$ cat config.mk
export PLATFORM = sky130hd
export DESIGN_NAME = mdu_wb_arbiter_flat
export DESIGN_NICKNAME = d
export VERILOG_FILES = /design/src/rtl/mdu_wb_arbiter_if.sv /design/src/rtl/mdu_wb_arbiter.sv /design/src/flat_wrapper.sv
export SDC_FILE = /design/constraint.sdc
export NUM_CORES = 1
export LEC_CHECK = 0
export ABC_AREA = 0
export CAP_MARGIN = 40
export CORE_MARGIN = 5
export CORE_UTILIZATION = 40
export DETAILED_ROUTE_END_ITERATION = 8
export DONT_BUFFER_PORTS = 1
export MAX_ROUTING_LAYER = met4
export PLACE_DENSITY_LB_ADDON = 0.08
export SLEW_MARGIN = 10
export SYNTH_ARGS = -nofsm -noshare
export SYNTH_HDL_FRONTEND = slang
export SYNTH_SLANG_ARGS = --single-unit
$ cat constraint.sdc
create_clock -name clk -period 1.8 [get_ports clk]
set_input_delay 0.36 -clock clk [delete_from_list [all_inputs] [get_ports clk]]
set_output_delay 0.36 -clock clk [all_outputs]
set_load 0.02 [all_outputs]
$ cat src/rtl/mdu_wb_arbiter_if.sv
`default_nettype none
// ============================================================================
// Module      : mdu_wb_arbiter_if
// Description : Handshake bundle between the MDU producers (multiplier and
//               divider result streams), the writeback merge stage and the
//               ROB/CDB writeback consumer.
// Revision    : 1.0 - initial release
// ============================================================================
interface mdu_wb_arbiter_if #(
  parameter int ROB_WIDTH  = 6,
  parameter int DATA_WIDTH = 32
);
  logic                  mul_valid_i;
  logic                  mul_ready_o;
  logic [ROB_WIDTH-1:0]  mul_reg_addr_i;
  logic [DATA_WIDTH-1:0] mul_result_i;

  logic                  div_valid_i;
  logic                  div_ready_o;
  logic [ROB_WIDTH-1:0]  div_reg_addr_i;
  logic [DATA_WIDTH-1:0] div_result_i;

  logic                  wb_valid_o;
  logic                  wb_ready_i;
  logic [ROB_WIDTH-1:0]  wb_reg_addr_o;
  logic [DATA_WIDTH-1:0] wb_result_o;

  // Seen from the merge stage itself
  modport slave (
    input  mul_valid_i, mul_reg_addr_i, mul_result_i,
    input  div_valid_i, div_reg_addr_i, div_result_i,
    input  wb_ready_i,
    output mul_ready_o, div_ready_o,
    output wb_valid_o, wb_reg_addr_o, wb_result_o
  );

  // Seen from the surrounding producers/consumer
  modport master (
    output mul_valid_i, mul_reg_addr_i, mul_result_i,
    output div_valid_i, div_reg_addr_i, div_result_i,
    output wb_ready_i,
    input  mul_ready_o, div_ready_o,
    input  wb_valid_o, wb_reg_addr_o, wb_result_o
  );
endinterface
`default_nettype wire

$ cat src/rtl/mdu_wb_arbiter.sv
`default_nettype none
// ============================================================================
// Module      : mdu_wb_arbiter
// Description : MDU writeback merge. Per-source result FIFOs for multiplier
//               and divider, round-robin arbitration into a single registered
//               writeback port. Producer readies come from registered counts
//               only, so wb_ready_i never reaches a producer combinationally.
// Revision    : 1.0 - initial release
// ============================================================================
module mdu_wb_arbiter #(
  parameter int ROB_WIDTH  = 6,
  parameter int DATA_WIDTH = 32,
  parameter int DEPTH      = 2
) (
  input  logic clk,
  input  logic rst_n,
  input  logic flush,
  mdu_wb_arbiter_if.slave bus
);
  localparam int PTR_W = $clog2(DEPTH);
  localparam int CNT_W = PTR_W + 1;
  localparam int ENT_W = ROB_WIDTH + DATA_WIDTH;
  localparam logic [CNT_W-1:0] FULL_CNT = CNT_W'(DEPTH);

  // FIFO storage, entries packed as {tag, result}
  logic [ENT_W-1:0]      mul_mem_q [DEPTH];
  logic [ENT_W-1:0]      mul_mem_d [DEPTH];
  logic [ENT_W-1:0]      div_mem_q [DEPTH];
  logic [ENT_W-1:0]      div_mem_d [DEPTH];
  logic [PTR_W-1:0]      mul_rd_ptr_q, mul_rd_ptr_d, mul_wr_ptr_q, mul_wr_ptr_d;
  logic [PTR_W-1:0]      div_rd_ptr_q, div_rd_ptr_d, div_wr_ptr_q, div_wr_ptr_d;
  logic [CNT_W-1:0]      mul_cnt_q, mul_cnt_d, div_cnt_q, div_cnt_d;

  // Output register and arbitration history (0 = mul, 1 = div)
  logic                  wb_valid_q, wb_valid_d;
  logic [ROB_WIDTH-1:0]  wb_reg_addr_q, wb_reg_addr_d;
  logic [DATA_WIDTH-1:0] wb_result_q, wb_result_d;
  logic                  last_grant_q, last_grant_d;

  logic mul_ready, div_ready;
  logic mul_push, div_push;
  logic out_free;
  logic grant_mul, grant_div;

  assign mul_ready = (mul_cnt_q != FULL_CNT);
  assign div_ready = (div_cnt_q != FULL_CNT);

  assign bus.mul_ready_o   = mul_ready;
  assign bus.div_ready_o   = div_ready;
  assign bus.wb_valid_o    = wb_valid_q;
  assign bus.wb_reg_addr_o = wb_reg_addr_q;
  assign bus.wb_result_o   = wb_result_q;

  // Next-state: pushes, round-robin grant into the output register, flush override
  always_comb begin
    mul_mem_d     = mul_mem_q;
    div_mem_d     = div_mem_q;
    mul_rd_ptr_d  = mul_rd_ptr_q;
    mul_wr_ptr_d  = mul_wr_ptr_q;
    div_rd_ptr_d  = div_rd_ptr_q;
    div_wr_ptr_d  = div_wr_ptr_q;
    wb_valid_d    = wb_valid_q;
    wb_reg_addr_d = wb_reg_addr_q;
    wb_result_d   = wb_result_q;
    last_grant_d  = last_grant_q;
    grant_mul     = 1'b0;
    grant_div     = 1'b0;

    mul_push = bus.mul_valid_i && mul_ready && !flush;
    div_push = bus.div_valid_i && div_ready && !flush;
    out_free = !wb_valid_q || bus.wb_ready_i;

    // Mul wins when it is the only candidate or when div was served last
    if (!flush && out_free) begin
      if ((mul_cnt_q != '0) && ((div_cnt_q == '0) || last_grant_q)) begin
        grant_mul = 1'b1;
      end else if (div_cnt_q != '0) begin
        grant_div = 1'b1;
      end
    end

    if (grant_mul) begin
      {wb_reg_addr_d, wb_result_d} = mul_mem_q[mul_rd_ptr_q];
      wb_valid_d   = 1'b1;
      last_grant_d = 1'b0;
      mul_rd_ptr_d = mul_rd_ptr_q + PTR_W'(1);
    end else if (grant_div) begin
      {wb_reg_addr_d, wb_result_d} = div_mem_q[div_rd_ptr_q];
      wb_valid_d   = 1'b1;
      last_grant_d = 1'b1;
      div_rd_ptr_d = div_rd_ptr_q + PTR_W'(1);
    end else if (out_free) begin
      wb_valid_d = 1'b0;
    end

    // Pushed entries become visible to the arbiter only from the next cycle
    if (mul_push) begin
      mul_mem_d[mul_wr_ptr_q] = {bus.mul_reg_addr_i, bus.mul_result_i};
      mul_wr_ptr_d = mul_wr_ptr_q + PTR_W'(1);
    end
    if (div_push) begin
      div_mem_d[div_wr_ptr_q] = {bus.div_reg_addr_i, bus.div_result_i};
      div_wr_ptr_d = div_wr_ptr_q + PTR_W'(1);
    end

    mul_cnt_d = mul_cnt_q + CNT_W'(mul_push) - CNT_W'(grant_mul);
    div_cnt_d = div_cnt_q + CNT_W'(div_push) - CNT_W'(grant_div);

    // Flush empties both FIFOs and the output; mul gets priority afterwards
    if (flush) begin
      mul_rd_ptr_d = '0;
      mul_wr_ptr_d = '0;
      div_rd_ptr_d = '0;
      div_wr_ptr_d = '0;
      mul_cnt_d    = '0;
      div_cnt_d    = '0;
      wb_valid_d   = 1'b0;
      last_grant_d = 1'b1;
    end
  end

  // State registers; reset behaves like flush and also clears payload
  always_ff @(posedge clk) begin
    if (!rst_n) begin
      mul_mem_q     <= '{default: '0};
      div_mem_q     <= '{default: '0};
      mul_rd_ptr_q  <= '0;
      mul_wr_ptr_q  <= '0;
      div_rd_ptr_q  <= '0;
      div_wr_ptr_q  <= '0;
      mul_cnt_q     <= '0;
      div_cnt_q     <= '0;
      wb_valid_q    <= 1'b0;
      wb_reg_addr_q <= '0;
      wb_result_q   <= '0;
      last_grant_q  <= 1'b1;
    end else begin
      mul_mem_q     <= mul_mem_d;
      div_mem_q     <= div_mem_d;
      mul_rd_ptr_q  <= mul_rd_ptr_d;
      mul_wr_ptr_q  <= mul_wr_ptr_d;
      div_rd_ptr_q  <= div_rd_ptr_d;
      div_wr_ptr_q  <= div_wr_ptr_d;
      mul_cnt_q     <= mul_cnt_d;
      div_cnt_q     <= div_cnt_d;
      wb_valid_q    <= wb_valid_d;
      wb_reg_addr_q <= wb_reg_addr_d;
      wb_result_q   <= wb_result_d;
      last_grant_q  <= last_grant_d;
    end
  end
endmodule
`default_nettype wire

$ cat src/flat_wrapper.sv
// flat-port wrapper written by rule: the top's interface ports become plain ports
module mdu_wb_arbiter_flat 
#(
  parameter int ROB_WIDTH  = 6,
  parameter int DATA_WIDTH = 32,
  parameter int DEPTH      = 2
)
  (clk, rst_n, flush, bus_mul_valid_i, bus_mul_reg_addr_i, bus_mul_result_i, bus_div_valid_i, bus_div_reg_addr_i, bus_div_result_i, bus_wb_ready_i, bus_mul_ready_o, bus_div_ready_o, bus_wb_valid_o, bus_wb_reg_addr_o, bus_wb_result_o);
  mdu_wb_arbiter_if #(.ROB_WIDTH(ROB_WIDTH), .DATA_WIDTH(DATA_WIDTH)) bus_i ();
  input  logic clk;
  input  logic rst_n;
  input  logic flush;
  input wire logic [$bits(bus_i.mul_valid_i)-1:0] bus_mul_valid_i;
  input wire logic [$bits(bus_i.mul_reg_addr_i)-1:0] bus_mul_reg_addr_i;
  input wire logic [$bits(bus_i.mul_result_i)-1:0] bus_mul_result_i;
  input wire logic [$bits(bus_i.div_valid_i)-1:0] bus_div_valid_i;
  input wire logic [$bits(bus_i.div_reg_addr_i)-1:0] bus_div_reg_addr_i;
  input wire logic [$bits(bus_i.div_result_i)-1:0] bus_div_result_i;
  input wire logic [$bits(bus_i.wb_ready_i)-1:0] bus_wb_ready_i;
  output wire logic [$bits(bus_i.mul_ready_o)-1:0] bus_mul_ready_o;
  output wire logic [$bits(bus_i.div_ready_o)-1:0] bus_div_ready_o;
  output wire logic [$bits(bus_i.wb_valid_o)-1:0] bus_wb_valid_o;
  output wire logic [$bits(bus_i.wb_reg_addr_o)-1:0] bus_wb_reg_addr_o;
  output wire logic [$bits(bus_i.wb_result_o)-1:0] bus_wb_result_o;
  assign bus_i.mul_valid_i = bus_mul_valid_i;
  assign bus_i.mul_reg_addr_i = bus_mul_reg_addr_i;
  assign bus_i.mul_result_i = bus_mul_result_i;
  assign bus_i.div_valid_i = bus_div_valid_i;
  assign bus_i.div_reg_addr_i = bus_div_reg_addr_i;
  assign bus_i.div_result_i = bus_div_result_i;
  assign bus_i.wb_ready_i = bus_wb_ready_i;
  assign bus_mul_ready_o = bus_i.mul_ready_o;
  assign bus_div_ready_o = bus_i.div_ready_o;
  assign bus_wb_valid_o = bus_i.wb_valid_o;
  assign bus_wb_reg_addr_o = bus_i.wb_reg_addr_o;
  assign bus_wb_result_o = bus_i.wb_result_o;
  mdu_wb_arbiter #(.ROB_WIDTH(ROB_WIDTH), .DATA_WIDTH(DATA_WIDTH), .DEPTH(DEPTH)) u_core (.clk(clk), .rst_n(rst_n), .flush(flush), .bus(bus_i));
endmodule
==> results by group <==
Run status
  – Status: finished, final reports clean

Logic synthesis
  – Post-synthesis sequential area ratio: 46.7%
  – Synth Net Count: between 1000 and 1500
  – Syn_area_per_cell: approximately 8.8 µm²
  – Synth Warn #: 0
  – Post-synthesis cell type count: 31
  – Synth top area share: 46.7%
  – Post-Synthesis Cell Area: approximately 8600 µm²
  – Most common cell in the synthesized netlist: nand2_1
  – Synth Flop Type: dfxtp_1
  – Top cells by count, synth: 342 x nand2_1, 200 x dfxtp_1, 124 x a21boi_0
  – Synth area leader: dfxtp_1
  – Async SR Flop Fraction: 0%
  – Largest cells by area after synthesis: dfxtp_1 47%, nand2_1 15%, a21boi_0 11%
  – Flops & latches, synth: 200
  – Cells after Synth: 977
  – EDFF count, synth: 0

Finish
  – Final #Nets: 1037
  – Non-filler instance count after layout: about 1200
  – Fin area: roughly 9600 µm²
  – Layout cells sized above 1: 16.4%
  – Area delta synth->final: 11.6%
  – ANT cells: 0

Drt
  – WL per Instance: 18.2 µm
  – Pre-Repair DR Iteration Count: 5
  – Drt initial violations: 309
  – Routed vias: 6274
  – # DRC: 0
  – Routed WL: 22600 µm
  – Via-to-Cell Ratio: 5.06
  – Post-route ant nets: 0

Global routing
  – Vias in the first global route: 6195
  – All-Layer GR Usage: 19.1%
  – Pin count of the biggest net entering global routing: between 150 and 200
  – First-pass GRT wire length: 35800 µm
  – Initial antenna violation count: 0
  – Grt ovf: 0

Placement
  – RePlAce Congestion: about 0.74
  – Post-Place Cells: 1208
  – Port-buffer cells: 0
  – Post-DP Area: 8990 µm²
  – Detail Placement HPWL: 14400 µm

Floorplanning
  – FP Rows: 53
  – Die height: 156 µm
  – Die area: 24500 µm²
  – Floorplan Core Area: about 21000 µm²
  – Die X: 156 µm
  – # IOs: 123
  – Initial core utilization: 40.7%

Clocking
  – CTS tree: done
  – Clock Tree Buf Depth: 2
  – Clk slew on worst S/H paths: 0.07 ns
  – Root Buffer: clkbuf_16
  – CTS buffer count: 17
  – Worst-Skew Late Latency: 0.43 ns
  – Htree depth: 4
  – Clk sinks: 200
  – CTS hold repair buffers: 0
  – Post-CTS setup buffers: 0

STA
  – Max Clock Freq: approximately 580 MHz
  – Hold Violations, Final: 0
  – Worst slew pin tran: 0.431 ns
  – Final worst path period need: 1.72 ns
  – Clock Skew: around 0.013 ns
  – Count of final setup violators: 0
  – Fin crit share: 95.8%
  – Unrepaired setup endpoints after global routing: true
  – Slew Viols, Final: 0
  – Setup TNS: 0 ns
  – Max transition margin: 71.3%

Min path
  – Worst Hold Depth: 2
  – Worst min path class: in -> reg

Worst setup path
  – Crit Path Category: reg -> reg
  – CP delay by family, top: simple AND/OR/NAND/NOR gates
  – Critical Path Most Common Cell: ha_4
  – Max incr delay on CP: 0.34 ns
  – Critical path, cell by cell: o21a_1 > nor4_4 > ha_4 > inv_2 > ha_4 > xor2_2 > xnor2_1 > nor2_1
  – Critical path arrival: approximately 2.0 ns
  – CP Launch Type: flop
  – Bufs and invs on worst path: 1
  – WP depth: 8
  – Crit end category: flop
  – WP data required: 2.10 ns
  – Slowest CP cell: dfxtp_4
  – Maximum fanout along the worst path: 2
  – FF-to-FF path depth: 8

Power
  – Max VDD drop: 0.000603 V
  – Pwr/cell area: between 900 and 1000 nW/µm²
  – Pleak: 0.00330 µW

Job
  – Total of max-cap violations: 0
## cell families (layout without fill, tap and decap cells)
logic type	count (synthesis)	count (layout)	share of synthesized area [%]
buffers and inverters	81	68	4.45
muxes	76	76	9.98
AOI/OAI and AO/OA	237	237	20.6
and+or+nand+nor	374	374	17.2
xor gates and xnor gates	6	6	0.613
DFF	200	200	46.7
adders and majority gates	3	3	0.438
## timing repair
item,in CTS,in global routing
gates resized for setup,1,2
setup endpoints to repair,13,2
pin swaps,0,1
endpoints found under the hold margin,0,0
cloned,0,0
## per-layer routing
metal	vias up	global-route usage [%]	share of wire [%]
met5	-	-	0
met1	2949	24.8	47
met2	113	29.9	46
li1	3198	-	-
met3	14	5.09	6.4
met4	0	4.55	0.87
## final cells by class
class | count | area (µm²)
flip-flops and latches | 200 | 4010
fillers | 2097 | 11500
repair buffers | 30 | 354
clock buffers | 22 | 474
well taps | 275 | 344
clock inverters | 9 | 91.3
inverters | 7 | 26.3
multi-input cells | 696 | 4270
## cells in the final DEF (no fill, tap or decap), types with 4 or more instances in the layout
cell type,count
buf_12,10
nand2_1,342
mux2_2,76
a21boi_1,66
nand2b_1,4
clkbuf_16,17
buf_4,19
nor2_1,11
inv_1,6
a21boi_0,124
dfxtp_1,196
a22oi_1,38
## final timing paths
path / to / from / slack (ns)
max reg2reg: u_core.div_cnt_q[1]$_SDFF_PP0_ / u_core.mul_cnt_q[0]$_SDFF_PP0_ / 0.08
min reg2reg: u_core.div_mem_q[29]$_SDFFE_PN0P_ / u_core.div_mem_q[29]$_SDFFE_PN0P_ / 0.45
max: u_core.div_cnt_q[1]$_SDFF_PP0_ / u_core.mul_cnt_q[0]$_SDFF_PP0_ / 0.08
min: u_core.mul_mem_q[63]$_SDFFE_PN0P_ / bus_mul_result_i[25] / 0.06
## worst register-to-register path, stage by stage (launching register included)
cell and delay (ns):
dfxtp_4 0.34, o21a_1 0.19, nor4_4 0.34, ha_4 0.25, inv_2 0.05, ha_4 0.12
xor2_2 0.13, xnor2_1 0.13, nor2_1 0.05
## metrics by stage
stage	utilization, %	setup WS (ns)	hold WS (ns)	power (µW)
4_1_cts	45.3	0.00984	0.0382	9010
5_1_grt	45.4	-0.00433	0.0424	9260
6_report	45.4	0.0759	0.0595	8910
2_1_floorplan	-	-0.0644	0.432	5140
3_3_place_gp	42.6	0.0240	0.440	5270
3_5_place_dp	42.6	-0.0247	0.441	5270
## power by group
| group | internal, µW | switching, µW |
|---|---|---|
| sequential | 4540 | 70.2 |
| combinational | 264 | 296 |
| clock | 2030 | 1710 |
| total | 6830 | 2080 |
## flip-flops by register name, indices dropped and copies added, names as in the netlist
signal and count:
u_core.mul_mem_q 76, u_core.mul_wr_ptr_q 1, u_core.bus.wb_result_o 32, u_core.bus.wb_reg_addr_o 6
u_core.div_rd_ptr_q 1, u_core.div_cnt_q 2, u_core.mul_cnt_q 2, u_core.div_mem_q 76
u_core.last_grant_q 1, u_core.bus.wb_valid_o 1, u_core.mul_rd_ptr_q 1, u_core.div_wr_ptr_q 1
(Power assumes the default switching activity.)
